--- src/rtl/controle_preparo_pkg.sv ---
// Shared definitions for the brew controller: state encodings, cup-size and error codes.
// Also imported by the pump controller and the display logic.
package controle_preparo_pkg;

  typedef enum logic [2:0] {
    OCIOSO     = 3'd0,
    AQUECE     = 3'd1,
    BOMBEIA    = 3'd2,
    ESPERA_FIM = 3'd3,
    CONCLUI    = 3'd4,
    ERRO       = 3'd5
  } estado_e;

  localparam logic [1:0] MODO_NENHUM  = 2'b00;
  localparam logic [1:0] MODO_PEQUENO = 2'b01;
  localparam logic [1:0] MODO_GRANDE  = 2'b10;

  localparam logic [1:0] ERR_NENHUM   = 2'b00;
  localparam logic [1:0] ERR_SEM_AGUA = 2'b01;
  localparam logic [1:0] ERR_AQUECE   = 2'b10;
  localparam logic [1:0] ERR_BOMBA    = 2'b11;

  localparam int         TIMER_W     = 31;
  localparam logic [7:0] XICARAS_MAX = 8'hFF;

  // Terminal-count value for a timeout of t cycles (count runs 0 .. t-1).
  function automatic logic [TIMER_W-1:0] limite_timer(input int unsigned t);
    return TIMER_W'(t - 32'd1);
  endfunction

endpackage

--- src/rtl/controle_preparo_if.sv ---
// Request/sensor inputs and status outputs of the brew controller.
// master = the side driving requests and sensors, slave = the controller.
interface controle_preparo_if;
  logic       pedido_pequeno;
  logic       pedido_grande;
  logic       cancela;
  logic       agua_ok;
  logic       temp_ok;
  logic       fim_bomba;
  logic       liga_bomba;
  logic [1:0] modo;
  logic       aquece;
  logic       pronto;
  logic       fim_preparo;
  logic [1:0] codigo_erro;
  logic [7:0] xicaras;
  logic [2:0] estado;

  modport master (
    output pedido_pequeno, pedido_grande, cancela, agua_ok, temp_ok, fim_bomba,
    input  liga_bomba, modo, aquece, pronto, fim_preparo, codigo_erro, xicaras, estado
  );

  modport slave (
    input  pedido_pequeno, pedido_grande, cancela, agua_ok, temp_ok, fim_bomba,
    output liga_bomba, modo, aquece, pronto, fim_preparo, codigo_erro, xicaras, estado
  );
endinterface

--- src/rtl/controle_preparo_temporizador.sv ---
// Shared timeout counter: clears on request, counts while enabled, flags when the
// count equals the selected limit.
module temporizador_preparo
  import controle_preparo_pkg::*;
(
  input  logic               clock,
  input  logic               reset,
  input  logic               clr_i,
  input  logic               en_i,
  input  logic [TIMER_W-1:0] limite_i,
  output logic               tc_o
);

  logic [TIMER_W-1:0] cont_q, cont_d;

  always_comb begin
    cont_d = cont_q;
    if (clr_i)     cont_d = '0;
    else if (en_i) cont_d = cont_q + TIMER_W'(1);
  end

  always_ff @(posedge clock or posedge reset) begin
    if (reset) cont_q <= '0;
    else       cont_q <= cont_d;
  end

  assign tc_o = en_i && (cont_q == limite_i);

endmodule

--- src/rtl/controle_preparo.sv ---
// Coffee brew sequencer: accepts a cup request, heats, fires the pump, waits for the
// dose to finish, and counts completed cups. Moore outputs only.
//
// state      | meaning
// OCIOSO     | idle, ready for a request
// AQUECE     | heating, waiting for temp_ok
// BOMBEIA    | one-cycle pump start
// ESPERA_FIM | pump running, waiting for fim_bomba
// CONCLUI    | one-cycle completion
// ERRO       | fault latched until cancela
module controle_preparo
  import controle_preparo_pkg::*;
#(
  parameter int unsigned T_AQUEC = 1500000000,
  parameter int unsigned T_BOMBA = 250000000
) (
  input  logic               clock,
  input  logic               reset,
  controle_preparo_if.slave  bus
);

  localparam logic [TIMER_W-1:0] LIM_AQUEC = limite_timer(T_AQUEC);
  localparam logic [TIMER_W-1:0] LIM_BOMBA = limite_timer(T_BOMBA);

  estado_e            estado_q, estado_d;
  logic [1:0]         modo_q, modo_d;
  logic [1:0]         erro_q, erro_d;
  logic [7:0]         xic_q, xic_d;
  logic               pedido_valido;
  logic               timer_clr, timer_en, timer_tc;
  logic [TIMER_W-1:0] timer_lim;

  assign pedido_valido = bus.pedido_pequeno ^ bus.pedido_grande;

  // Every state change restarts the timer; it only runs in the two waiting states.
  assign timer_clr = (estado_d != estado_q);
  assign timer_en  = (estado_q == AQUECE) || (estado_q == ESPERA_FIM);
  assign timer_lim = (estado_q == ESPERA_FIM) ? LIM_BOMBA : LIM_AQUEC;

  temporizador_preparo u_temporizador (
    .clock    (clock),
    .reset    (reset),
    .clr_i    (timer_clr),
    .en_i     (timer_en),
    .limite_i (timer_lim),
    .tc_o     (timer_tc)
  );

  always_ff @(posedge clock or posedge reset) begin
    if (reset) begin
      estado_q <= OCIOSO;
      modo_q   <= MODO_NENHUM;
      erro_q   <= ERR_NENHUM;
      xic_q    <= '0;
    end else begin
      estado_q <= estado_d;
      modo_q   <= modo_d;
      erro_q   <= erro_d;
      xic_q    <= xic_d;
    end
  end

  always_comb begin
    estado_d = estado_q;
    modo_d   = modo_q;
    erro_d   = erro_q;
    xic_d    = xic_q;
    case (estado_q)
      OCIOSO: begin
        if (pedido_valido) begin
          if (bus.agua_ok) begin
            estado_d = AQUECE;
            modo_d   = bus.pedido_pequeno ? MODO_PEQUENO : MODO_GRANDE;
          end else begin
            estado_d = ERRO;
            erro_d   = ERR_SEM_AGUA;
          end
        end
      end
      AQUECE: begin
        if (bus.cancela) begin
          estado_d = OCIOSO;
        end else if (bus.temp_ok) begin
          estado_d = BOMBEIA;
        end else if (timer_tc) begin
          estado_d = ERRO;
          erro_d   = ERR_AQUECE;
        end
      end
      BOMBEIA: estado_d = ESPERA_FIM;
      // The dose cannot be aborted, so cancela has no effect here.
      ESPERA_FIM: begin
        if (bus.fim_bomba) begin
          estado_d = CONCLUI;
        end else if (timer_tc) begin
          estado_d = ERRO;
          erro_d   = ERR_BOMBA;
        end
      end
      CONCLUI: begin
        estado_d = OCIOSO;
        if (xic_q != XICARAS_MAX) xic_d = xic_q + 8'd1;
      end
      ERRO: begin
        if (bus.cancela) begin
          estado_d = OCIOSO;
          erro_d   = ERR_NENHUM;
        end
      end
      default: estado_d = OCIOSO;
    endcase
    if ((estado_d == OCIOSO) || (estado_d == ERRO)) modo_d = MODO_NENHUM;
  end

  always_comb begin
    bus.liga_bomba  = (estado_q == BOMBEIA);
    bus.aquece      = (estado_q == AQUECE) || (estado_q == BOMBEIA) ||
                      (estado_q == ESPERA_FIM);
    bus.pronto      = (estado_q == OCIOSO);
    bus.fim_preparo = (estado_q == CONCLUI);
    bus.modo        = modo_q;
    bus.codigo_erro = erro_q;
    bus.xicaras     = xic_q;
    bus.estado      = estado_q;
  end

endmodule

--- src/flat_wrapper.sv ---
// flat-port wrapper written by rule: the top's interface ports become plain ports
module controle_preparo_flat import controle_preparo_pkg::*;
#(
  parameter int unsigned T_AQUEC = 1500000000,
  parameter int unsigned T_BOMBA = 250000000
)
  (clock, reset, bus_pedido_pequeno, bus_pedido_grande, bus_cancela, bus_agua_ok, bus_temp_ok, bus_fim_bomba, bus_liga_bomba, bus_modo, bus_aquece, bus_pronto, bus_fim_preparo, bus_codigo_erro, bus_xicaras, bus_estado);
  controle_preparo_if bus_i ();
  input  logic clock;
  input  logic reset;
  input wire logic [$bits(bus_i.pedido_pequeno)-1:0] bus_pedido_pequeno;
  input wire logic [$bits(bus_i.pedido_grande)-1:0] bus_pedido_grande;
  input wire logic [$bits(bus_i.cancela)-1:0] bus_cancela;
  input wire logic [$bits(bus_i.agua_ok)-1:0] bus_agua_ok;
  input wire logic [$bits(bus_i.temp_ok)-1:0] bus_temp_ok;
  input wire logic [$bits(bus_i.fim_bomba)-1:0] bus_fim_bomba;
  output wire logic [$bits(bus_i.liga_bomba)-1:0] bus_liga_bomba;
  output wire logic [$bits(bus_i.modo)-1:0] bus_modo;
  output wire logic [$bits(bus_i.aquece)-1:0] bus_aquece;
  output wire logic [$bits(bus_i.pronto)-1:0] bus_pronto;
  output wire logic [$bits(bus_i.fim_preparo)-1:0] bus_fim_preparo;
  output wire logic [$bits(bus_i.codigo_erro)-1:0] bus_codigo_erro;
  output wire logic [$bits(bus_i.xicaras)-1:0] bus_xicaras;
  output wire logic [$bits(bus_i.estado)-1:0] bus_estado;
  assign bus_i.pedido_pequeno = bus_pedido_pequeno;
  assign bus_i.pedido_grande = bus_pedido_grande;
  assign bus_i.cancela = bus_cancela;
  assign bus_i.agua_ok = bus_agua_ok;
  assign bus_i.temp_ok = bus_temp_ok;
  assign bus_i.fim_bomba = bus_fim_bomba;
  assign bus_liga_bomba = bus_i.liga_bomba;
  assign bus_modo = bus_i.modo;
  assign bus_aquece = bus_i.aquece;
  assign bus_pronto = bus_i.pronto;
  assign bus_fim_preparo = bus_i.fim_preparo;
  assign bus_codigo_erro = bus_i.codigo_erro;
  assign bus_xicaras = bus_i.xicaras;
  assign bus_estado = bus_i.estado;
  controle_preparo #(.T_AQUEC(T_AQUEC), .T_BOMBA(T_BOMBA)) u_core (.clock(clock), .reset(reset), .bus(bus_i));
endmodule
--- config.mk ---
export PLATFORM = sky130hd
export DESIGN_NAME = controle_preparo_flat
export DESIGN_NICKNAME = d
export VERILOG_FILES = /design/src/rtl/controle_preparo_pkg.sv /design/src/rtl/controle_preparo_if.sv /design/src/rtl/controle_preparo_temporizador.sv /design/src/rtl/controle_preparo.sv /design/src/flat_wrapper.sv
export SDC_FILE = /design/constraint.sdc
export NUM_CORES = 1
export LEC_CHECK = 0
export ABC_AREA = 1
export CAP_MARGIN = 20
export CORE_MARGIN = 10
export CORE_UTILIZATION = 31
export DETAILED_ROUTE_END_ITERATION = 12
export GPL_ROUTABILITY_DRIVEN = 0
export SYNTH_ARGS = -nofsm -noshare
export SYNTH_HDL_FRONTEND = slang
export SYNTH_SLANG_ARGS = --single-unit
--- constraint.sdc ---
create_clock -name clock -period 2.5 [get_ports clock]
set_input_delay 0.5 -clock clock [delete_from_list [all_inputs] [get_ports clock]]
set_output_delay 0.5 -clock clock [all_outputs]
set_load 0.02 [all_outputs]
# [Word-level counts from Yosys, hierarchy flattened]
# Cells that the tools add are included.
[op_classes] n_reduce_logical=15 bitwise=1 addsub=2 mux=25 eq_ne=17
[ops] op="31-bit 2-to-1 mux" n=3
[ops] op="31-bit by 1-bit adder with 31-bit output, second input constant" n=1
[ops] op="31-bit equality test" n=1
[ops] op="2-bit 2-to-1 mux" n=13
[ops] op="3-bit 2-to-1 mux" n=7
[ops] op="3-bit one-hot mux with 5 select lines" n=1
[ops] op="2-bit inequality test, second input constant" n=5
[ops] op="3-bit equality test, second input constant" n=3
[ops] op="9-bit AND reduction" n=1
[ops] op="8-bit by 1-bit adder with 8-bit output, second input constant" n=1
[ops] op="8-bit inequality test, second input constant" n=1
[ops] op="2-bit one-hot mux with 4 select lines" n=1
[ops] op="2-bit nonzero test" n=4
[ops] op="3-bit by 2-bit equality test with 1-bit output, second input constant" n=2
[ops] op="3-bit logical NOT" n=2
[ops] op="2-bit by 1-bit inequality test with 1-bit output, second input constant" n=3
[ops] op="1-bit logical OR" n=4
[ops] op="4-bit nonzero test" n=1
[ops] op="3-bit by 1-bit equality test with 1-bit output, second input constant" n=1
[ops] op="3-bit inequality test" n=1
[ops] op="3-bit AND reduction" n=1
[ops] op="2-bit AND reduction" n=1
[ops] op="1-bit logical AND" n=1
[ops] op="1-bit bitwise XOR" n=1
[word_totals] elab_cells=65 output_inout_bits=19 inputBits=8 register_bits=46

# [Depth between registers and ports, before layout]
[depth] word_depth=12 depth_mapped=17 ltp_nobuf=16

# [Cells and area by module]
# From an unflattened synthesis, not the netlist that was laid out.
[unflattened] cells_unflattened=519 area_unflattened_um2=3309.4
[modules_own_cells] module="temporizador_preparo" area_each_um2=2348.5 cells_each=377 instances=1 seq_area_each_um2=775.7
[modules_own_cells] module="controle_preparo" area_each_um2=960.9 cells_each=142 instances=1 seq_area_each_um2=375.4

# [Worst setup path after synthesis]
# No wires, ideal clock.
[synth_timing] path_type="reg-to-reg" startpoint="reg u_core.estado_q[0], in the netlist u_core.bus.estado[0]" endpoint="reg u_core.u_temporizador.cont_q[10]" period_less_slack_ns=2.000 path_stages_with_launch=14 path_slack_ns=0.500 arrival_time_ns=1.879 n_path_buf=1 required_ns=2.379 setup_ns=0.121 path_cell_list="dfrtp_1 nor2_1 inv_1 nor2_1 nand2_1 nor2_1 nor2_1 nand2_1 nand2_1 nand2_1 nor2_2 inv_2 buf_6 nor2_2"
[synth_between] word_cells_on_any_way=19 classes_between="eq/ne (6); mux (9); reduce/logical (4)"
[synth_rtl] element="from (decl)" line="controle_preparo.sv:25" rtl="estado_e estado_q, estado_d;"
[synth_rtl] element="from (signal assigned)" line="controle_preparo.sv:56" rtl="estado_q <= estado_d;"
[synth_rtl] element="3-bit logical NOT *"
[synth_rtl] element="named net bus_pronto" line="flat_wrapper.sv:20" rtl="output wire logic [$bits(bus_i.pronto)-1:0] bus_pronto;"
[synth_rtl] element="3-bit one-hot mux with 5 select lines *" line="controle_preparo.sv:68" rtl="case (estado_q)"
[synth_rtl] element="named net u_core.estado_d[2]" line="controle_preparo.sv:25"
[synth_rtl] element="3-bit inequality test *" line="controle_preparo.sv:36" rtl="assign timer_clr = (estado_d != estado_q);"
[synth_rtl] element="31-bit 2-to-1 mux or 2-bit nonzero test (tied branches)"
[synth_rtl] element="to (signal assigned)" line="controle_preparo_temporizador.sv:24" rtl="else cont_q <= cont_d;"
[synth_rtl] element="to (decl)" line="controle_preparo_temporizador.sv:14" rtl="logic [TIMER_W-1:0] cont_q, cont_d;"
# The timed path passes the listed nets; every way through them passes the cells marked *.
# A chain may end at the register's enable or synchronous reset.

# [Final worst setup path]
[layout_timing] startpoint="reg u_core.estado_q[0], in the netlist u_core.bus.estado[0]" endpoint="out bus_pronto"
[layout_between] elab_chain_len=1
[layout_lines] element="3-bit logical NOT" line="controle_preparo.sv:119" rtl="bus.pronto = (estado_q == OCIOSO);"
[layout_lines] element="to (decl)" line="flat_wrapper.sv:20"
# Every way passes these cells.

==> metrics.csv <==
stage;metric;value;unit
place;io_buffers;26;
routing;wire_per_inst;11.75;µm
cts;cts_tree;built;
routing;ant_nets;0;
routing;wl;5569;µm
floorplan;start_util;0.3211;
floorplan;io_pins;27;
worst_setup_path;rr_worst_depth;17;
routing;vias;2144;
cts;cts_max_path_buffers;2;
cts;htreeDepth;2;
timing;hold_violations;0;
floorplan;fp.dieH;112.5;µm
cts;cts_resized;0;
finish;fin_cells;474;
worst_setup_path;critPathKind;reg -> out;
worst_setup_path;crit_slowest_cell;clkdlybuf4s50_1;
worst_setup_path;critPathMaxFanout;7;
job;cap_violations;0;
global_route;grt-ovfl-total;0;
worst_setup_path;slowest_delay;650;ps
floorplan;fp-row-count;33;
yosys;ys_ff_latch;46;
finish;fill_cells;852;
cts;clk-insertion-delay-late;300;ps
global_route;grtUsageTotal;0.09075;
timing;worst_pin_slew;581.9;ps
global_route;antenna_found_initial;0;
timing;max_freq;0.4284;GHz
place;placed_cell_area;3034;µm²
place;placedCellCount;466;
cts;cts.clk_slew.worst_paths;100;ps
finish;final_cell_mix;nand2_1 (62), dfrtp_1 (46), nor2_1 (45), inv_1 (39), nor2_2 (35);
status;status;finished clean;
timing;setup_viol_count_final;0;
routing;drc_errors;0;
worst_setup_path;worst_setup_path_start_kind;register;
yosys;avgSynthCellArea;7.867;µm²
floorplan;die_width;112.5;µm
yosys;synth_area;2651;µm²
floorplan;die-area;12650;µm²
global_route;grt_start_max_net_pins;47;
cts;cts_buffers;5;
timing;worst_slack;165.8;ps
finish;num_antenna_cells;0;
yosys;yosysSeqAreaShare;0.4342;
yosys;syn_nets;347;
finish;drive_above_1_share;0.1572;
worst_hold_path;hold_class;reg -> reg;
timing;fin_crit_sh;0.9337;
yosys;ys_warn_count;0;
finish;area_growth;17.98;%
power;p_per_area;826.7;nW/µm²
timing;period_needed;2334;ps
finish;final_nets;378;
finish;layout_commonest_cell;nand2_1;
worst_setup_path;cp_data_required_time;2000;ps
routing;drt-initial-drc-count;87;
cts;cts_hold_buf;0;
place;pre_cts_slack;252.0;ps
timing;rsz0062_at_grt;false;
cts;cts_root_buf;clkbuf_8;
timing;fin_tns_setup;0;ps
yosys;ys_types;25;
routing;drt_pass1_iterations;4;
worst_setup_path;crit_arrival;1830;ps
power;peakVddDrop;0.0006930;V
worst_setup_path;crit_chain;nor2_1 > inv_1 > nor2_1 > clkdlybuf4s50_1;
floorplan;fp.coreArea;8258;µm²
power;p_leak;1.320;nW
finish;stdcell_area;3128;µm²
global_route;grt_pass1_vias;2148;
timing;finalClockSkew;6.219;ps
timing;drv_slew;0;
global_route;grt_pass1_wl;10010;µm
routing;vias_per_cell;4.523;
place;dpl.hpwl;4136;µm
timing;relSlewSlack;0.6121;
cts;post_cts_buffers;0;
yosys;syn_inst;337;
worst_hold_path;holdPathStages;2;
worst_setup_path;cp-end-kind;output port;
worst_setup_path;cp_common_cell;nor2_1;
cts;cts_sinks;46;
==> power breakdown <==
part           switching, mW  internal, mW
Clock                  0.271         0.202
Sequential            0.0976         0.821
Combinational          0.771         0.423
Total                   1.14          1.45
==> state kept, by name, indices dropped and copies added, names as in the netlist <==
register                      count
u_core.bus.estado                 3
u_core.bus.xicaras                8
u_core.bus.codigo_erro            2
u_core.bus.modo                   2
u_core.u_temporizador.cont_q     31
==> kinds of logic (layout without fill, tap and decap cells) <==
kind of cell             count (synthesis)  in the layout  share of synthesized area
multiplexers                             1              1                   0.003776
AO/OA/AOI/OAI                           14             14                    0.02973
flip-flops                              46             46                     0.4342
AND/OR/NAND/NOR                        194            194                     0.3454
XOR/XNOR                                29             29                    0.09580
buffers and inverters                   51             83                    0.08164
adder cells (fa/ha/maj)                  2              2                   0.009437
==> layout make-up <==
| cell class | instances | area [µm²] | share of cell area |
|---|---|---|---|
| clock buffers | 5 | 68.82 | 0.02200 |
| multi-input cells | 240 | 1284 | 0.4104 |
| repair buffers | 29 | 295.3 | 0.09440 |
| flip-flops and latches | 46 | 1151 | 0.3680 |
| inverters | 46 | 172.7 | 0.05520 |
| clock inverters | 3 | 25.02 | 0.008000 |
| well taps | 105 | 131.4 | 0.04200 |
==> final timing paths <==
check / slack [ps] / endpoint / start
max: 170 / bus_pronto / u_core.bus.estado[0]
min: 500 / u_core.bus.codigo_erro[1] / u_core.bus.codigo_erro[1]
max reg2reg: 330 / u_core.u_temporizador.cont_q[10] / u_core.u_temporizador.cont_q[0]
min reg2reg: 500 / u_core.bus.codigo_erro[1] / u_core.bus.codigo_erro[1]
max in group asynchronous: 1440 / u_core.u_temporizador.cont_q[28] / reset
min in group asynchronous: 650 / u_core.bus.codigo_erro[1] / reset
==> worst max-delay path: cells and delay by family, from the launching register on <==
| kind | cells | cell delay (ps) |
|---|---|---|
| buffers and inverters | 2 | 720 |
| flip-flops | 1 | 490 |
| AND/OR/NAND/NOR | 2 | 340 |
==> layer usage <==
layer | wire length [µm] | GRT usage
met4 | 55 | 0.02369
met5 | 0 | 0
met3 | 388 | 0.03674
met1 | 2718 | 0.1148
met2 | 2407 | 0.1398
==> cells in the mapped netlist, drive strengths merged <==
cell,instances,area (µm²)
a21oi,3,15.01
buf,5,43.79
clkinv,1,3.750
dfrtp,46,1151
ha,2,25.02
inv,45,168.9
mux2i,1,10.01
nand2,65,251.5
nand3,26,130.1
nand3b,1,7.510
nand4,11,68.82
nor2,82,410.4
nor3,7,35.03
nor4,1,6.260
o211ai,2,15.01
o21ai,6,30.03
o22ai,3,18.77
or2,1,6.260
xnor2,10,87.58
xor2,19,166.4
==> through the flow <==
step / util / hold slack (ps) / total power, mW
after floorplan: - / 530.3 / 1.786
after global placement: 0.3674 / 483.8 / 2.138
after detailed placement: 0.3674 / 489.4 / 2.146
after CTS: 0.3788 / 509.4 / 2.631
after global routing: 0.3788 / 518.0 / 2.767
final: 0.3788 / 502.3 / 2.586
(Power assumes the default switching activity.)
